**src/rtl/mantis_sprite_pkg.sv**
```systemverilog
// Shared defaults and types for the Mantis sprite address generator.
package mantis_sprite_pkg;

    localparam int SPR_W       = 70;
    localparam int SPR_H       = 160;
    localparam int NUM_FRAMES  = 2;
    localparam int FRAME_HOLD  = 8;
    localparam int ADDR_W      = 15;
    localparam int FRAME_WORDS = SPR_W * SPR_H;

    typedef enum logic {
        ANIM_STOP = 1'b0,
        ANIM_RUN  = 1'b1
    } anim_state_t;

endpackage

```
**src/rtl/mantis_anim_fsm.sv**
```systemverilog
// Animation frame sequencer: steps frame_idx every FRAME_HOLD frame_start
// pulses while anim_en is held; evaluates only on frame_start cycles.
module mantis_anim_fsm #(
    parameter int NUM_FRAMES = mantis_sprite_pkg::NUM_FRAMES,
    parameter int FRAME_HOLD = mantis_sprite_pkg::FRAME_HOLD
) (
    input  logic                          vga_clk,
    input  logic                          reset,
    input  logic                          frame_start,
    input  logic                          anim_en,
    output logic [$clog2(NUM_FRAMES)-1:0] frame_idx
);
    import mantis_sprite_pkg::*;

    localparam int FI_W = $clog2(NUM_FRAMES);
    localparam int HC_W = (FRAME_HOLD > 1) ? $clog2(FRAME_HOLD) : 1;

    anim_state_t     state_q, state_d;
    logic [HC_W-1:0] hold_q, hold_d;
    logic [FI_W-1:0] frame_q, frame_d;

    // State, hold counter and frame index registers; reset wins over frame_start.
    always_ff @(posedge vga_clk) begin
        if (reset) begin
            state_q <= ANIM_STOP;
            hold_q  <= '0;
            frame_q <= '0;
        end else begin
            state_q <= state_d;
            hold_q  <= hold_d;
            frame_q <= frame_d;
        end
    end

    // Next-state logic; everything holds outside frame_start cycles.
    always_comb begin
        state_d = state_q;
        hold_d  = hold_q;
        frame_d = frame_q;
        if (frame_start) begin
            case (state_q)
                ANIM_STOP: begin
                    hold_d  = '0;
                    frame_d = '0;
                    if (anim_en) state_d = ANIM_RUN;
                end
                ANIM_RUN: begin
                    if (!anim_en) begin
                        state_d = ANIM_STOP;
                        hold_d  = '0;
                        frame_d = '0;
                    end else if (hold_q == HC_W'(FRAME_HOLD - 1)) begin
                        hold_d  = '0;
                        frame_d = (frame_q == FI_W'(NUM_FRAMES - 1)) ? '0 : frame_q + 1'b1;
                    end else begin
                        hold_d = hold_q + 1'b1;
                    end
                end
                default: begin
                    state_d = ANIM_STOP;
                    hold_d  = '0;
                    frame_d = '0;
                end
            endcase
        end
    end

    assign frame_idx = frame_q;

endmodule

```
**src/rtl/mantis_sprite_addr_gen.sv**
```systemverilog
// Sprite ROM address generator: two-stage pipeline from DrawX/DrawY/blank to
// rom_address/hit, with per-frame shadowed position and animation frames.
// Optional macro SPRITE_FLIP_EN enables horizontal mirroring via the flip port.
module mantis_sprite_addr_gen #(
    parameter int SPR_W      = mantis_sprite_pkg::SPR_W,
    parameter int SPR_H      = mantis_sprite_pkg::SPR_H,
    parameter int NUM_FRAMES = mantis_sprite_pkg::NUM_FRAMES,
    parameter int FRAME_HOLD = mantis_sprite_pkg::FRAME_HOLD,
    parameter int ADDR_W     = mantis_sprite_pkg::ADDR_W
) (
    input  logic                          vga_clk,
    input  logic                          reset,
    input  logic                          frame_start,
    input  logic [9:0]                    DrawX,
    input  logic [9:0]                    DrawY,
    input  logic                          blank,
    input  logic [9:0]                    pos_x,
    input  logic [9:0]                    pos_y,
    input  logic                          flip,
    input  logic                          anim_en,
    output logic [ADDR_W-1:0]             rom_address,
    output logic                          hit,
    output logic [$clog2(NUM_FRAMES)-1:0] frame_idx
);
    import mantis_sprite_pkg::*;

    localparam int FRAME_SZ = SPR_W * SPR_H;

    logic [9:0] pos_x_q, pos_y_q;
`ifdef SPRITE_FLIP_EN
    logic       flip_q;
`else
    logic       unused_flip;
    assign unused_flip = flip;
`endif

    // Shadow position/flip, refreshed only at the start of vertical blank.
    always_ff @(posedge vga_clk) begin
        if (reset) begin
            pos_x_q <= '0;
            pos_y_q <= '0;
`ifdef SPRITE_FLIP_EN
            flip_q  <= 1'b0;
`endif
        end else if (frame_start) begin
            pos_x_q <= pos_x;
            pos_y_q <= pos_y;
`ifdef SPRITE_FLIP_EN
            flip_q  <= flip;
`endif
        end
    end

    logic [10:0] dx_d, dy_d, dx_q, dy_q;
    logic        in_x_d, in_y_d, in_x_q, in_y_q, vis_q;

    // Stage 1 combinational: offsets and bounds tests against the shadow position.
    always_comb begin
        dx_d   = {1'b0, DrawX} - {1'b0, pos_x_q};
        dy_d   = {1'b0, DrawY} - {1'b0, pos_y_q};
        in_x_d = (DrawX >= pos_x_q) && (dx_d < 11'(SPR_W));
        in_y_d = (DrawY >= pos_y_q) && (dy_d < 11'(SPR_H));
    end

    // Stage 1 register.
    always_ff @(posedge vga_clk) begin
        if (reset) begin
            dx_q   <= '0;
            dy_q   <= '0;
            in_x_q <= 1'b0;
            in_y_q <= 1'b0;
            vis_q  <= 1'b0;
        end else begin
            dx_q   <= dx_d;
            dy_q   <= dy_d;
            in_x_q <= in_x_d;
            in_y_q <= in_y_d;
            vis_q  <= blank;
        end
    end

    logic [10:0]       col;
    logic              hit_d, hit_q;
    logic [ADDR_W-1:0] addr_d, addr_q;

    // Stage 2 combinational: column select and constant-multiply address.
    always_comb begin
        col = dx_q;
`ifdef SPRITE_FLIP_EN
        if (flip_q) col = 11'(SPR_W - 1) - dx_q;
`endif
        hit_d  = in_x_q & in_y_q & vis_q;
        addr_d = '0;
        if (hit_d) begin
            addr_d = ADDR_W'(frame_idx) * ADDR_W'(FRAME_SZ)
                   + ADDR_W'(dy_q) * ADDR_W'(SPR_W)
                   + ADDR_W'(col);
        end
    end

    // Stage 2 register drives the outputs.
    always_ff @(posedge vga_clk) begin
        if (reset) begin
            hit_q  <= 1'b0;
            addr_q <= '0;
        end else begin
            hit_q  <= hit_d;
            addr_q <= addr_d;
        end
    end

    assign hit         = hit_q;
    assign rom_address = addr_q;

    mantis_anim_fsm #(
        .NUM_FRAMES (NUM_FRAMES),
        .FRAME_HOLD (FRAME_HOLD)
    ) u_anim (
        .vga_clk     (vga_clk),
        .reset       (reset),
        .frame_start (frame_start),
        .anim_en     (anim_en),
        .frame_idx   (frame_idx)
    );

endmodule

```
**config.mk**
```make
export PLATFORM = sky130hd
export DESIGN_NAME = mantis_sprite_addr_gen
export DESIGN_NICKNAME = d
export VERILOG_FILES = /design/src/rtl/mantis_sprite_pkg.sv /design/src/rtl/mantis_anim_fsm.sv /design/src/rtl/mantis_sprite_addr_gen.sv
export SDC_FILE = /design/constraint.sdc
export NUM_CORES = 1
export LEC_CHECK = 0
export ABC_AREA = 1
export ABC_CLOCK_PERIOD_IN_PS = 3900
export BUFFER_PORTS_ARGS = -buffer_cell sky130_fd_sc_hd__buf_4
export CAP_MARGIN = 10
export CORE_MARGIN = 4
export CORE_UTILIZATION = 35
export CTS_CLUSTER_DIAMETER = 50
export DETAILED_ROUTE_END_ITERATION = 12
export SYNTH_ARGS = -nofsm -noshare
export SYNTH_HDL_FRONTEND = slang
export SYNTH_HIERARCHICAL = 1
export SYNTH_SLANG_ARGS = --single-unit
```
**constraint.sdc**
```tcl
create_clock -name vga_clk -period 3.9 [get_ports vga_clk]
set_clock_uncertainty 0.15 [all_clocks]
set_input_delay 0.78 -clock vga_clk [delete_from_list [all_inputs] [get_ports vga_clk]]
set_output_delay 0.78 -clock vga_clk [all_outputs]
set_load 0.01 [all_outputs]
```
# Word-level counts from Yosys, hierarchy flattened
# Index checks and enable logic that the tools add are counted.
# op_classes
add_sub_neg	6
mul	2
n_div	0
magnitude_cmp	4
eq_ne	2
shifts	0
muxes	8
bitwise	4
n_reduce_logical	4
# op_table
cell	count
subtractor 10 x 10 -> 11 bit	2
>= comparator 10 bit	2
adder 15 x 11 -> 15 bit	1
adder 15 bit	1
multiplier 11 x 6 -> 14 bit, second input constant	1
< comparator 11 x 7 -> 1 bit, second input constant	1
< comparator 11 x 8 -> 1 bit, second input constant	1
multiplier 1 x 8 -> 9 bit, second input constant	1
2-to-1 mux 3 bit	2
case mux 3 bit (2 select lines)	1
2-to-1 mux 1 bit	4
adder 3 x 1 -> 3 bit, second input constant	1
== test 3 bit, second input constant	1
!= test 3 bit, second input constant	1
bitwise AND 1 bit	2
logical AND 1 bit	2
inverter 1 bit	2
case mux 1 bit (2 select lines)	1
AND reduction 2 bit	1
OR reduction 2 bit	1
adder 1 bit, second input constant	1
# word_totals
register_bits	66
latchBits	0
ram_bits	0
rom_bits	0
inputBits	46
output_inout_bits	17
memories	0

# Logic depth before layout (Yosys ltp)
# Gate-level depths: netlist of run 1.
# logic_depth
word_depth	5
ltp_mapped	21
ltp_nobuf	21

# By module
# The synthesis of run 1 kept the hierarchy.
# by_module_without_submodules
module	n_inst	cells_per_inst	area_each_um2	seq_area_each_um2
mantis_sprite_addr_gen	1	624	4564.4	1221.2
mantis_anim_fsm	1	25	216.5	100.1

# Worst setup path before layout of run 1
# OpenSTA, ideal clock, no wires.
# synth_path
path_type	register -> register
from	register dy_q[6]
to	register addr_q[14], in the netlist rom_address[14]
setup_time_ns	0.115
arrival_time_ns	3.733
required_time_ns	3.635
setup_slack_ns	-0.098
stages_incl_launch_ff	19
path_buffers	0
path_cell_list	dfxtp_1 -> ha_1 -> ha_1 -> inv_1 -> fa_1 -> inv_1 -> ha_1 -> a21oi_1 -> o21ai_0 -> a21oi_1 -> xnor2_1 -> fa_1 -> ha_1 -> a21oi_1 -> o21ai_0 -> nand2_1 -> nand3_1 -> a21oi_1 -> nor2_1
# synth_via
elab_chain_cells	3
# synth_rtl
item	line_no	text
from (decl)	mantis_sprite_addr_gen.sv:54	logic [10:0] dx_d, dy_d, dx_q, dy_q;
from (signal assigned)	mantis_sprite_addr_gen.sv:75	dy_q <= dy_d;
multiplier 11 x 6 -> 14 bit	mantis_sprite_addr_gen.sv:96	+ ADDR_W'(dy_q) * ADDR_W'(SPR_W)
adder 15 bit	mantis_sprite_addr_gen.sv:96	
adder 15 x 11 -> 15 bit	mantis_sprite_addr_gen.sv:97	+ ADDR_W'(col);
to (signal assigned)	mantis_sprite_addr_gen.sv:108	addr_q <= addr_d;
to (decl)	mantis_sprite_addr_gen.sv:84	logic [ADDR_W-1:0] addr_d, addr_q;
# No other way between the ends.
# A chain may end at the register's enable or synchronous reset.

# Worst setup path after layout of run 1
# layout_path
from	register dy_q[7]
to	register addr_q[14], in the netlist rom_address[14]
# Same word-level chain as after synthesis.

==> results of run 1 <==
-- worst max-delay path, delay by kind of cell (launching register included) --
| kind | cells | cell delay [ns] |
|---|---|---|
| AND/OR/NAND/NOR | 5 | 0.40 |
| flip-flops | 1 | 0.35 |
| XOR/XNOR | 1 | 0.14 |
| buffers and inverters | 4 | 0.28 |
| adder cells (fa/ha/maj) | 6 | 1.73 |
| AO/OA/AOI/OAI | 4 | 0.83 |
-- flip-flops by register name, summed over array words and instances, names as in the netlist --
| register | flops |
|---|---|
| u_anim/frame_idx | 1 |
| hit | 1 |
| in_x_q | 1 |
| u_anim/state_q | 1 |
| in_y_q | 1 |
| pos_y_q | 10 |
| u_anim/hold_q | 3 |
| rom_address | 15 |
| dy_q | 11 |
| col | 11 |
| pos_x_q | 10 |
| vis_q | 1 |
-- stage by stage --
step                setup TNS (ns)  instance area [µm²]  instances
floorplan                        0                 4813        649
global placement           -0.9830                 5733        914
detailed placement          -1.211                 5733        914
CTS                              0                 6217        930
global route               -0.6420                 6524        933
finish                    -0.01712                 6524        933
-- worst max path at each step --
stage                       start              end  slack [ns]  cells past startpoint
after floorplan           dy_q[8]  rom_address[14]        0.03                     17
after global placement    dy_q[5]  rom_address[11]       -0.23                     19
after detailed placement  dy_q[6]  rom_address[11]       -0.27                     19
after CTS                 dy_q[5]  rom_address[11]      0.0004                     20
after global routing      dy_q[7]  rom_address[14]       -0.18                     20
final                     dy_q[7]  rom_address[14]       -0.02                     20
-- layout make-up --
class / instances / share of cell area (%)
clock buffer: 9 / 3.452
clock inverter: 7 / 1.438
inverter: 114 / 6.559
multi-input combinational: 459 / 52.93
sequential: 66 / 20.44
tap: 176 / 3.376
timing repair buffer: 102 / 11.80
-- report_power, final --
part,internal (mW),switching (mW)
combinational,0.929,1.04
sequential,0.722,0.0300
clock,0.557,0.306
total,2.21,1.37
-- cell usage in the layout, fill, tap and decap left out, types with 2 or more instances in the layout --
master	n
ha_4	19
inv_1	110
xnor2_2	2
xnor2_1	3
fa_1	14
bufinv_16	2
nand3b_1	2
nand2_2	11
xor2_1	6
o21ai_1	3
a21oi_4	3
a21oi_2	11
clkinv_2	2
clkbuf_16	9
o21ai_0	30
nand2_1	116
nand3_1	31
clkinvlp_4	2
inv_2	4
ha_1	53
dfxtp_4	3
o21ai_2	4
a21o_1	3
nor2_4	4
a21oi_1	50
nor2_1	48
nand2_4	6
nor3_1	3
nand3_2	5
nand4_1	11
nor2_2	7
buf_4	101
dfxtp_1	62
o21bai_1	2
-- repair_timing --
action,4_1_cts,5_1_grt
hold buffers,0,0
pin swaps,18,31
buffers inserted,0,3
resized for setup,33,52
endpoints found under the setup margin,6,8
-- layer usage --
layer	GRT usage [%]	vias to the layer above	wire [µm]
li1	-	2308	-
met3	4.202	16	485
met2	23.38	79	5262
met4	4.783	0	164
met5	0	-	0
met1	17.90	1926	5173
-- cells by family (layout without fill, tap and decap cells) --
group / after synthesis / count (layout) / synth area share, %
DFF: 66 / 66 / 27.64
AOI/OAI and AO/OA: 114 / 114 / 13.01
buffers and inverters: 124 / 232 / 9.867
xor gates and xnor gates: 12 / 12 / 2.198
and+or+nand+nor: 246 / 246 / 22.32
adders and majority gates: 87 / 87 / 24.97
==> impl_metrics.env, run 1 <==
export IMPL_grt_max_degree=39
export IMPL_end_kind="flop"
export IMPL_violations="setup timing"
export IMPL_crit_path_max_fanout=4
export IMPL_row_count=42
export IMPL_io_pins=63
export IMPL_clock_path_buffers=2
export IMPL_htreeDepth=3
export IMPL_synth_area_top_cells="dfxtp_1, ha_1, nand2_1, inv_1, a21oi_1"
export IMPL_antenna_found_initial=0
export IMPL_yosys_top_cells_count="nand2_1, inv_1, ha_1, dfxtp_1, a21oi_1"
export IMPL_grt_pass1_wl_um=18470
export IMPL_hold_start="col[0]"
export IMPL_drcViolationCount=0
export IMPL_synth_most_common_cell="nand2_1"
export IMPL_synth_top_area_share_pct=27.64
export IMPL_postSynthCellCount=649
export IMPL_num_vias=4329
export IMPL_ys_seq_elements=66
export IMPL_synthToLayoutAreaGrowth_pct=36.46
export IMPL_synth_area_um2=4781
export IMPL_first_global_vias=4232
export IMPL_period_share_pct=100.4
export IMPL_post_place_ws_ns=-0.2691
export IMPL_rrSetupSlack_ns=-0.02
export IMPL_min_period_ns=3.917
export IMPL_fin_util_pct=49.07
export IMPL_initial_utilization_pct=35.96
export IMPL_via_per_inst=4.640
export IMPL_r2r_end="rom_address[14]"
export IMPL_cts_num_sinks=66
export IMPL_rsz0062_at_grt="yes"
export IMPL_cp_data_arrival_time_ns=4.04
export IMPL_first_iter_violations=167
export IMPL_root_buffer="clkbuf_16"
export IMPL_setup_viol=1
export IMPL_vdd_drop_max_mv=0.2311
export IMPL_min_to="rom_address[0]"
export IMPL_ys_seq_area_share_pct=27.64
export IMPL_slew_headroom_pct=39.24
export IMPL_antenna_cells=0
export IMPL_path_class="reg -> reg"
export IMPL_yosysTopAreaCell="dfxtp_1"
export IMPL_die_w_um=124.9
export IMPL_yosysWarnings=6
export IMPL_p_leak_nw=3.302
export IMPL_syn_nets=782
export IMPL_io_buffers=61
export IMPL_hold_path_class="reg -> reg"
export IMPL_crit_top_cell="ha_4"
export IMPL_whs_ns=0.2593
export IMPL_path_cells="ha_4 -> ha_4 -> inv_2 -> fa_1 -> inv_2 -> ha_4 -> a21oi_4 -> buf_6 -> nor2_2 -> a211o_1 -> xor2_1 -> inv_1 -> ha_4 -> ha_4 -> a21o_1 -> a22oi_2 -> nand3_2 -> nand3_2 -> nand2_1 -> nor2_1"
export IMPL_avgSynthCellArea_um2=7.366
export IMPL_post_dp_hpwl_um=8663
export IMPL_clkTransAtPathRegs_ns=0.06
export IMPL_first_pass_iters=5
export IMPL_fillers=1289
export IMPL_postRouteAntennaNets=0
export IMPL_slew_viol_final=0
export IMPL_max_freq_mhz=255.3
export IMPL_worst_setup_path_start_kind="flop"
export IMPL_drive_above_1_share_pct=27.21
export IMPL_reg2regPathDepth=20
export IMPL_critPathMaxStageDelay_ns=0.48
export IMPL_cts_tree="done"
export IMPL_cts_made_buffers=9
export IMPL_status="finished with violations"
export IMPL_finalNetCount=885
export IMPL_cellPowerDensity_nw_per_um2=548.7
export IMPL_multi_input_area_um2=3453
export IMPL_routed_wirelength_um=11090
export IMPL_whs_path_depth=2
export IMPL_synthArstFlopShare_pct=0
export IMPL_wire_per_inst_um=11.88
export IMPL_ys_flop_type="dfxtp_1"
export IMPL_synth_cell_types=35
export IMPL_seqCellArea_um2=1334
export IMPL_overflow=0
export IMPL_worst_pin_slew_ns=0.9104
export IMPL_worstReg2RegStart="dy_q[7]"
export IMPL_grtUsageTotal_pct=14.24
export IMPL_p_total_mw=3.580
export IMPL_synth_edff_count=0
export IMPL_hold_viol_final=0
export IMPL_dieArea_um2=15590
export IMPL_place_congestion=0.8537
export IMPL_clk_latency_ns=0.34
export IMPL_core_um2=13300
export IMPL_required_ns=4.03
export IMPL_slowest_stage="fa_1"
export IMPL_dieHeight_um=124.9
export IMPL_worst_slack_ns=-0.01712
export IMPL_cap_viol_max_count=0
Power figures use the tool's default switching activity.
==> run 2: changes to the inputs <==
--- a/config.mk
+++ b/config.mk
@@ -6,7 +6,7 @@
 export NUM_CORES = 1
 export LEC_CHECK = 0
 export ABC_AREA = 1
-export ABC_CLOCK_PERIOD_IN_PS = 3900
+export ABC_CLOCK_PERIOD_IN_PS = 4500
 export BUFFER_PORTS_ARGS = -buffer_cell sky130_fd_sc_hd__buf_4
 export CAP_MARGIN = 10
 export CORE_MARGIN = 4
==> constraint.sdc (replaced) <==
create_clock -name vga_clk -period 4.5 [get_ports vga_clk]
set_clock_uncertainty 0.15 [all_clocks]
set_input_delay 0.9 -clock vga_clk [delete_from_list [all_inputs] [get_ports vga_clk]]
set_output_delay 0.9 -clock vga_clk [all_outputs]
set_load 0.01 [all_outputs]
==> impl_metrics.env, run 2 (synthesized netlist as in run 1, its figures left out) <==
export IMPL_die_w_um=124.9
export IMPL_slowest_stage="fa_1"
export IMPL_overflow=0
export IMPL_end_kind="flop"
export IMPL_vdd_drop_max_mv=0.1999
export IMPL_initial_utilization_pct=35.96
export IMPL_routed_wirelength_um=10090
export IMPL_status="finished, final reports clean"
export IMPL_hold_start="col[0]"
export IMPL_seqPwrFrac_pct=25.5
export IMPL_cap_viol_max_count=0
export IMPL_largest_reg_flops=15
export IMPL_post_dp_hpwl_um=8370
export IMPL_whs_path_depth=2
export IMPL_root_buffer="clkbuf_16"
export IMPL_slew_headroom_pct=40.26
export IMPL_first_iter_violations=153
export IMPL_power_switching_uw=918.9
export IMPL_switching_share_pct=36.16
export IMPL_p_leak_nw=3.063
export IMPL_cp_data_arrival_time_ns=4.27
export IMPL_worst_pin_slew_ns=0.8951
export IMPL_post_place_ws_ns=0.2083
export IMPL_max_freq_mhz=238.9
export IMPL_worst_setup_path_start_kind="flop"
export IMPL_rrSetupSlack_ns=0.31
export IMPL_rsz0062_at_grt="no"
export IMPL_crit_path_max_fanout=6
export IMPL_finalSetupTns_ns=0
export IMPL_place_congestion=0.8331
export IMPL_period_share_pct=93.01
export IMPL_wire_per_inst_um=11.31
export IMPL_synthToLayoutAreaGrowth_pct=21.36
export IMPL_cts_made_buffers=9
export IMPL_antenna_cells=0
export IMPL_cts_tree="done"
export IMPL_min_period_ns=4.185
export IMPL_final_cell_mix="nand2_1, inv_1, ha_1"
export IMPL_drcViolationCount=0
export IMPL_via_per_inst=4.607
export IMPL_grtUsageTotal_pct=13.64
export IMPL_worstReg2RegStart="dy_q[8]"
export IMPL_cellPowerDensity_nw_per_um2=438.0
export IMPL_final_common_cell="nand2_1"
export IMPL_reg2regPathDepth=20
export IMPL_grt_pass1_wl_um=17880
export IMPL_path_cells="ha_1 -> ha_1 -> inv_1 -> fa_1 -> inv_1 -> ha_1 -> nand2_1 -> nor2_1 -> a211o_1 -> xor2_1 -> inv_1 -> ha_1 -> ha_1 -> nand2_1 -> nor2_1 -> nand3_1 -> nand3_1 -> nand3_1 -> nand2_1 -> nor2_1"
export IMPL_finalNetCount=844
export IMPL_postRouteAntennaNets=0
export IMPL_htreeDepth=3
export IMPL_dieHeight_um=124.9
export IMPL_internal_power_mw=1.622
export IMPL_clkPwrFrac_pct=33.8
export IMPL_ctsResizeCount=0
export IMPL_p_comb_share_pct=40.7
export IMPL_hold_viol_final=0
export IMPL_critPathMaxStageDelay_ns=0.52
export IMPL_slew_viol_final=0
export IMPL_setup_viol=0
export IMPL_postCtsHoldBufs=0
export IMPL_cts_num_sinks=66
export IMPL_path_class="reg -> reg"
export IMPL_required_ns=4.58
export IMPL_first_global_vias=4060
export IMPL_worst_slack_ns=0.3146
export IMPL_drive_above_1_share_pct=14.25
export IMPL_cts_setup_buffers=0
export IMPL_antenna_found_initial=0
export IMPL_grt_util_met2_pct=21.25
export IMPL_io_pins=63
export IMPL_met1_usage_pct=18.16
export IMPL_io_buffers=61
export IMPL_crit_top_cell="ha_1"
export IMPL_row_count=42
export IMPL_core_um2=13300
export IMPL_first_pass_iters=4
export IMPL_gr_usage_met3_pct=3.602
export IMPL_r2r_end="rom_address[14]"
export IMPL_min_to="rom_address[0]"
export IMPL_clock_path_buffers=2
export IMPL_num_vias=4109
export IMPL_clk_latency_ns=0.33
export IMPL_hold_path_class="reg -> reg"
export IMPL_gr_max_usage_layer="met2"
export IMPL_grt_max_degree=39
export IMPL_clkTransAtPathRegs_ns=0.06
export IMPL_dieArea_um2=15590
## run 2: power groups by stage
stage | Clock, mW | Combinational (mW) | Sequential, mW
6_report | 0.860 | 1.03 | 0.648
5_1_grt | 0.904 | 1.21 | 0.654
4_1_cts | 0.883 | 1.01 | 0.649
3_5_place_dp | 0 | 1.00 | 0.662
3_3_place_gp | 0 | 0.987 | 0.660
2_1_floorplan | 0 | 0.782 | 0.653
## run 2: routing by layer
metal	part of all wire, %	vias up
li1	-	2226
met1	49	1801
met2	45	67
met3	4.6	15
met4	1.8	0
met5	0	-
## run 2: critical path: cells and delay by family, from the launching register on
kind / cells / cell delay (ns)
flip-flops: 1 / 0.40
AO/OA/AOI/OAI: 1 / 0.30
XOR/XNOR: 1 / 0.13
adder cells (fa/ha/maj): 6 / 2.06
AND/OR/NAND/NOR: 9 / 0.89
buffers and inverters: 3 / 0.14
## run 2: worst max path at each step
| stage | depth (start not counted) | endpoint | slack (ns) | from |
|---|---|---|---|---|
| finish | 20 | rom_address[14] | 0.31 | dy_q[8] |
| global route | 19 | rom_address[14] | 0.03 | dy_q[8] |
| CTS | 18 | rom_address[14] | 0.19 | dy_q[6] |
| detailed placement | 18 | rom_address[14] | 0.21 | dy_q[6] |
| global placement | 18 | rom_address[14] | 0.21 | dy_q[6] |
| floorplan | 18 | rom_address[14] | 0.50 | dy_q[6] |
## run 2: cell type report
type	count	area, µm²
clock inverter	7	141.4
clock buffer	9	225.2
sequential	66	1321
inverter	114	427.9
multi-input combinational	459	3008
tap	176	220.2
fill	1355	7493
timing repair buffer	61	457.9
## run 2: stage by stage
step           util (%)  std cells  power [mW]  hold WS [ns]  area (µm²)
2_1_floorplan         -        649       1.435        0.2436        4781
4_1_cts           43.49        892       2.542        0.2594        5782
3_5_place_dp      40.73        876       1.663        0.2497        5415
6_report          43.64        892       2.541        0.2575        5802
3_3_place_gp      40.73        876       1.648        0.2544        5415
5_1_grt           43.64        892       2.764        0.2823        5802
==> run 3: changes to the inputs <==
==> constraint.sdc (replaced) <==
create_clock -name vga_clk -period 4.5 [get_ports vga_clk]
set_clock_uncertainty 0.15 [all_clocks]
set_input_delay 0.675 -clock vga_clk [delete_from_list [all_inputs] [get_ports vga_clk]]
set_output_delay 0.675 -clock vga_clk [all_outputs]
set_load 0.01 [all_outputs]
==> impl_metrics.env, run 3 (synthesized netlist as in run 1, its figures left out) <==
export IMPL_status="finished, final reports clean"
export IMPL_antenna_cells=0
export IMPL_clock_path_buffers=2
export IMPL_internal_power_mw=1.735
export IMPL_cts_num_sinks=66
export IMPL_min_period_ns=4.240
export IMPL_fin_util_pct=43.97
export IMPL_final_cell_mix="nand2_1, inv_1, ha_1"
export IMPL_rsz0062_at_grt="no"
export IMPL_cellPowerDensity_nw_per_um2=454.0
export IMPL_grtUsageTotal_pct=13.69
export IMPL_required_ns=4.61
export IMPL_dieArea_um2=15590
export IMPL_whs_path_depth=2
export IMPL_seqPwrFrac_pct=24.5
export IMPL_worst_pin_slew_ns=0.9220
export IMPL_p_comb_share_pct=38.8
export IMPL_grt_max_degree=39
export IMPL_root_buffer="clkbuf_16"
export IMPL_whs_ns=0.2616
export IMPL_core_um2=13300
export IMPL_slew_viol_final=0
export IMPL_final_area_um2=5846
export IMPL_r2r_end="rom_address[12]"
export IMPL_postCtsHoldBufs=0
export IMPL_placed_area_um2=5415
export IMPL_worst_setup_path_start_kind="flop"
export IMPL_drive_above_1_share_pct=14.11
export IMPL_place_congestion=0.8247
export IMPL_p_total_mw=2.654
export IMPL_rrSetupSlack_ns=0.26
export IMPL_largest_reg_flops=15
export IMPL_power_switching_uw=919.1
export IMPL_setup_viol=0
export IMPL_reg2regPathDepth=18
export IMPL_wire_per_inst_um=11.53
export IMPL_clkPwrFrac_pct=36.8
export IMPL_initial_utilization_pct=35.96
export IMPL_met1_usage_pct=17.37
export IMPL_grt_pass1_wl_um=17790
export IMPL_antenna_found_initial=0
export IMPL_routed_wirelength_um=10280
export IMPL_dieHeight_um=124.9
export IMPL_hold_path_class="reg -> reg"
export IMPL_postRouteAntennaNets=0
export IMPL_overflow=0
export IMPL_die_w_um=124.9
export IMPL_max_freq_mhz=235.9
export IMPL_final_common_cell="nand2_1"
export IMPL_io_buffers=61
export IMPL_end_kind="flop"
export IMPL_hold_start="col[0]"
export IMPL_period_share_pct=94.21
export IMPL_row_count=42
export IMPL_switching_share_pct=34.63
export IMPL_vdd_drop_max_mv=0.2071
export IMPL_min_to="rom_address[0]"
export IMPL_finalNetCount=844
export IMPL_grt_util_met2_pct=22.01
export IMPL_num_vias=4113
export IMPL_finalSetupTns_ns=0
export IMPL_p_leak_nw=3.086
export IMPL_cp_data_arrival_time_ns=4.35
export IMPL_hold_viol_final=0
export IMPL_cts_tree="done"
export IMPL_synthToLayoutAreaGrowth_pct=22.27
export IMPL_htreeDepth=3
export IMPL_path_class="reg -> reg"
export IMPL_cap_viol_max_count=0
export IMPL_post_dp_hpwl_um=8396
export IMPL_gr_usage_met3_pct=3.688
export IMPL_crit_path_max_fanout=5
export IMPL_first_iter_violations=185
export IMPL_first_global_vias=4054
export IMPL_via_per_inst=4.611
export IMPL_fillers=1329
export IMPL_worstReg2RegStart="dy_q[6]"
export IMPL_slew_headroom_pct=38.46
export IMPL_clkTransAtPathRegs_ns=0.06
export IMPL_cts_made_buffers=9
export IMPL_drcViolationCount=0
export IMPL_first_pass_iters=6
export IMPL_io_pins=63
export IMPL_clk_latency_ns=0.34
export IMPL_gr_max_usage_layer="met2"
[run 3: cell count changes in the layout (fill, tap and decap cells not counted), sizes merged]
cell      delta
bufinv       +2
clkinv       -1
clkinvlp     -1
[run 3: worst max path at each step]
stage                 start              end  slack, ns  cells after the start
floorplan           dy_q[6]  rom_address[14]       0.50                     18
global placement    dy_q[6]  rom_address[14]       0.22                     18
detailed placement  dy_q[6]  rom_address[14]       0.20                     18
CTS                 dy_q[6]  rom_address[14]       0.19                     18
global route        dy_q[6]  rom_address[12]      0.009                     18
finish              dy_q[6]  rom_address[12]       0.26                     18
[run 3: power by group through the flow]
stage          sequential [mW]  combinational, mW  clock [mW]
4_1_cts                  0.649               1.01       0.997
2_1_floorplan            0.653              0.782           0
3_5_place_dp             0.662              0.996           0
6_report                 0.649               1.03       0.976
5_1_grt                  0.653               1.20        1.02
3_3_place_gp             0.660              0.987           0
[run 3: layout make-up]
type                       instances  area (µm²)  area share [%]
multi-input combinational        459        3004           51.39
sequential                        66        1321           22.60
timing repair buffer              61       457.9           7.834
inverter                         114       427.9           7.320
clock buffer                       9       225.2           3.853
tap                              176       220.2           3.767
clock inverter                     7       188.9           3.232
[run 3: worst max-delay path: stages, from the launching register on]
cell	delay [ns]
dfxtp_1	0.33
ha_1	0.30
ha_1	0.27
inv_1	0.05
fa_1	0.52
inv_1	0.04
ha_1	0.34
a21oi_1	0.21
o21ai_0	0.15
a21oi_1	0.16
xnor2_1	0.15
fa_1	0.49
ha_4	0.32
nand2_1	0.09
nor2_1	0.17
nand3_1	0.10
nand3_1	0.11
o21ai_0	0.08
a21oi_1	0.14
[run 3: stage by stage]
stage                     cells  worst slack, ns
after global placement      876           0.2208
after detailed placement    876           0.1988
after global routing        892         0.008784
final                       892           0.2604
after CTS                   892           0.1938
after floorplan             649           0.5019
[run 3: per-layer routing]
layer  vias up  wire, µm
met5         -         0
met4         0       190
met3        15       398
met2        72      4668
met1      1806      5025
li1       2220         -
[run 3: repair_timing]
action,CTS,global route
buffers inserted,0,0
endpoints found under the setup margin,0,3
endpoints found under the hold margin,0,0
resized for setup,0,3
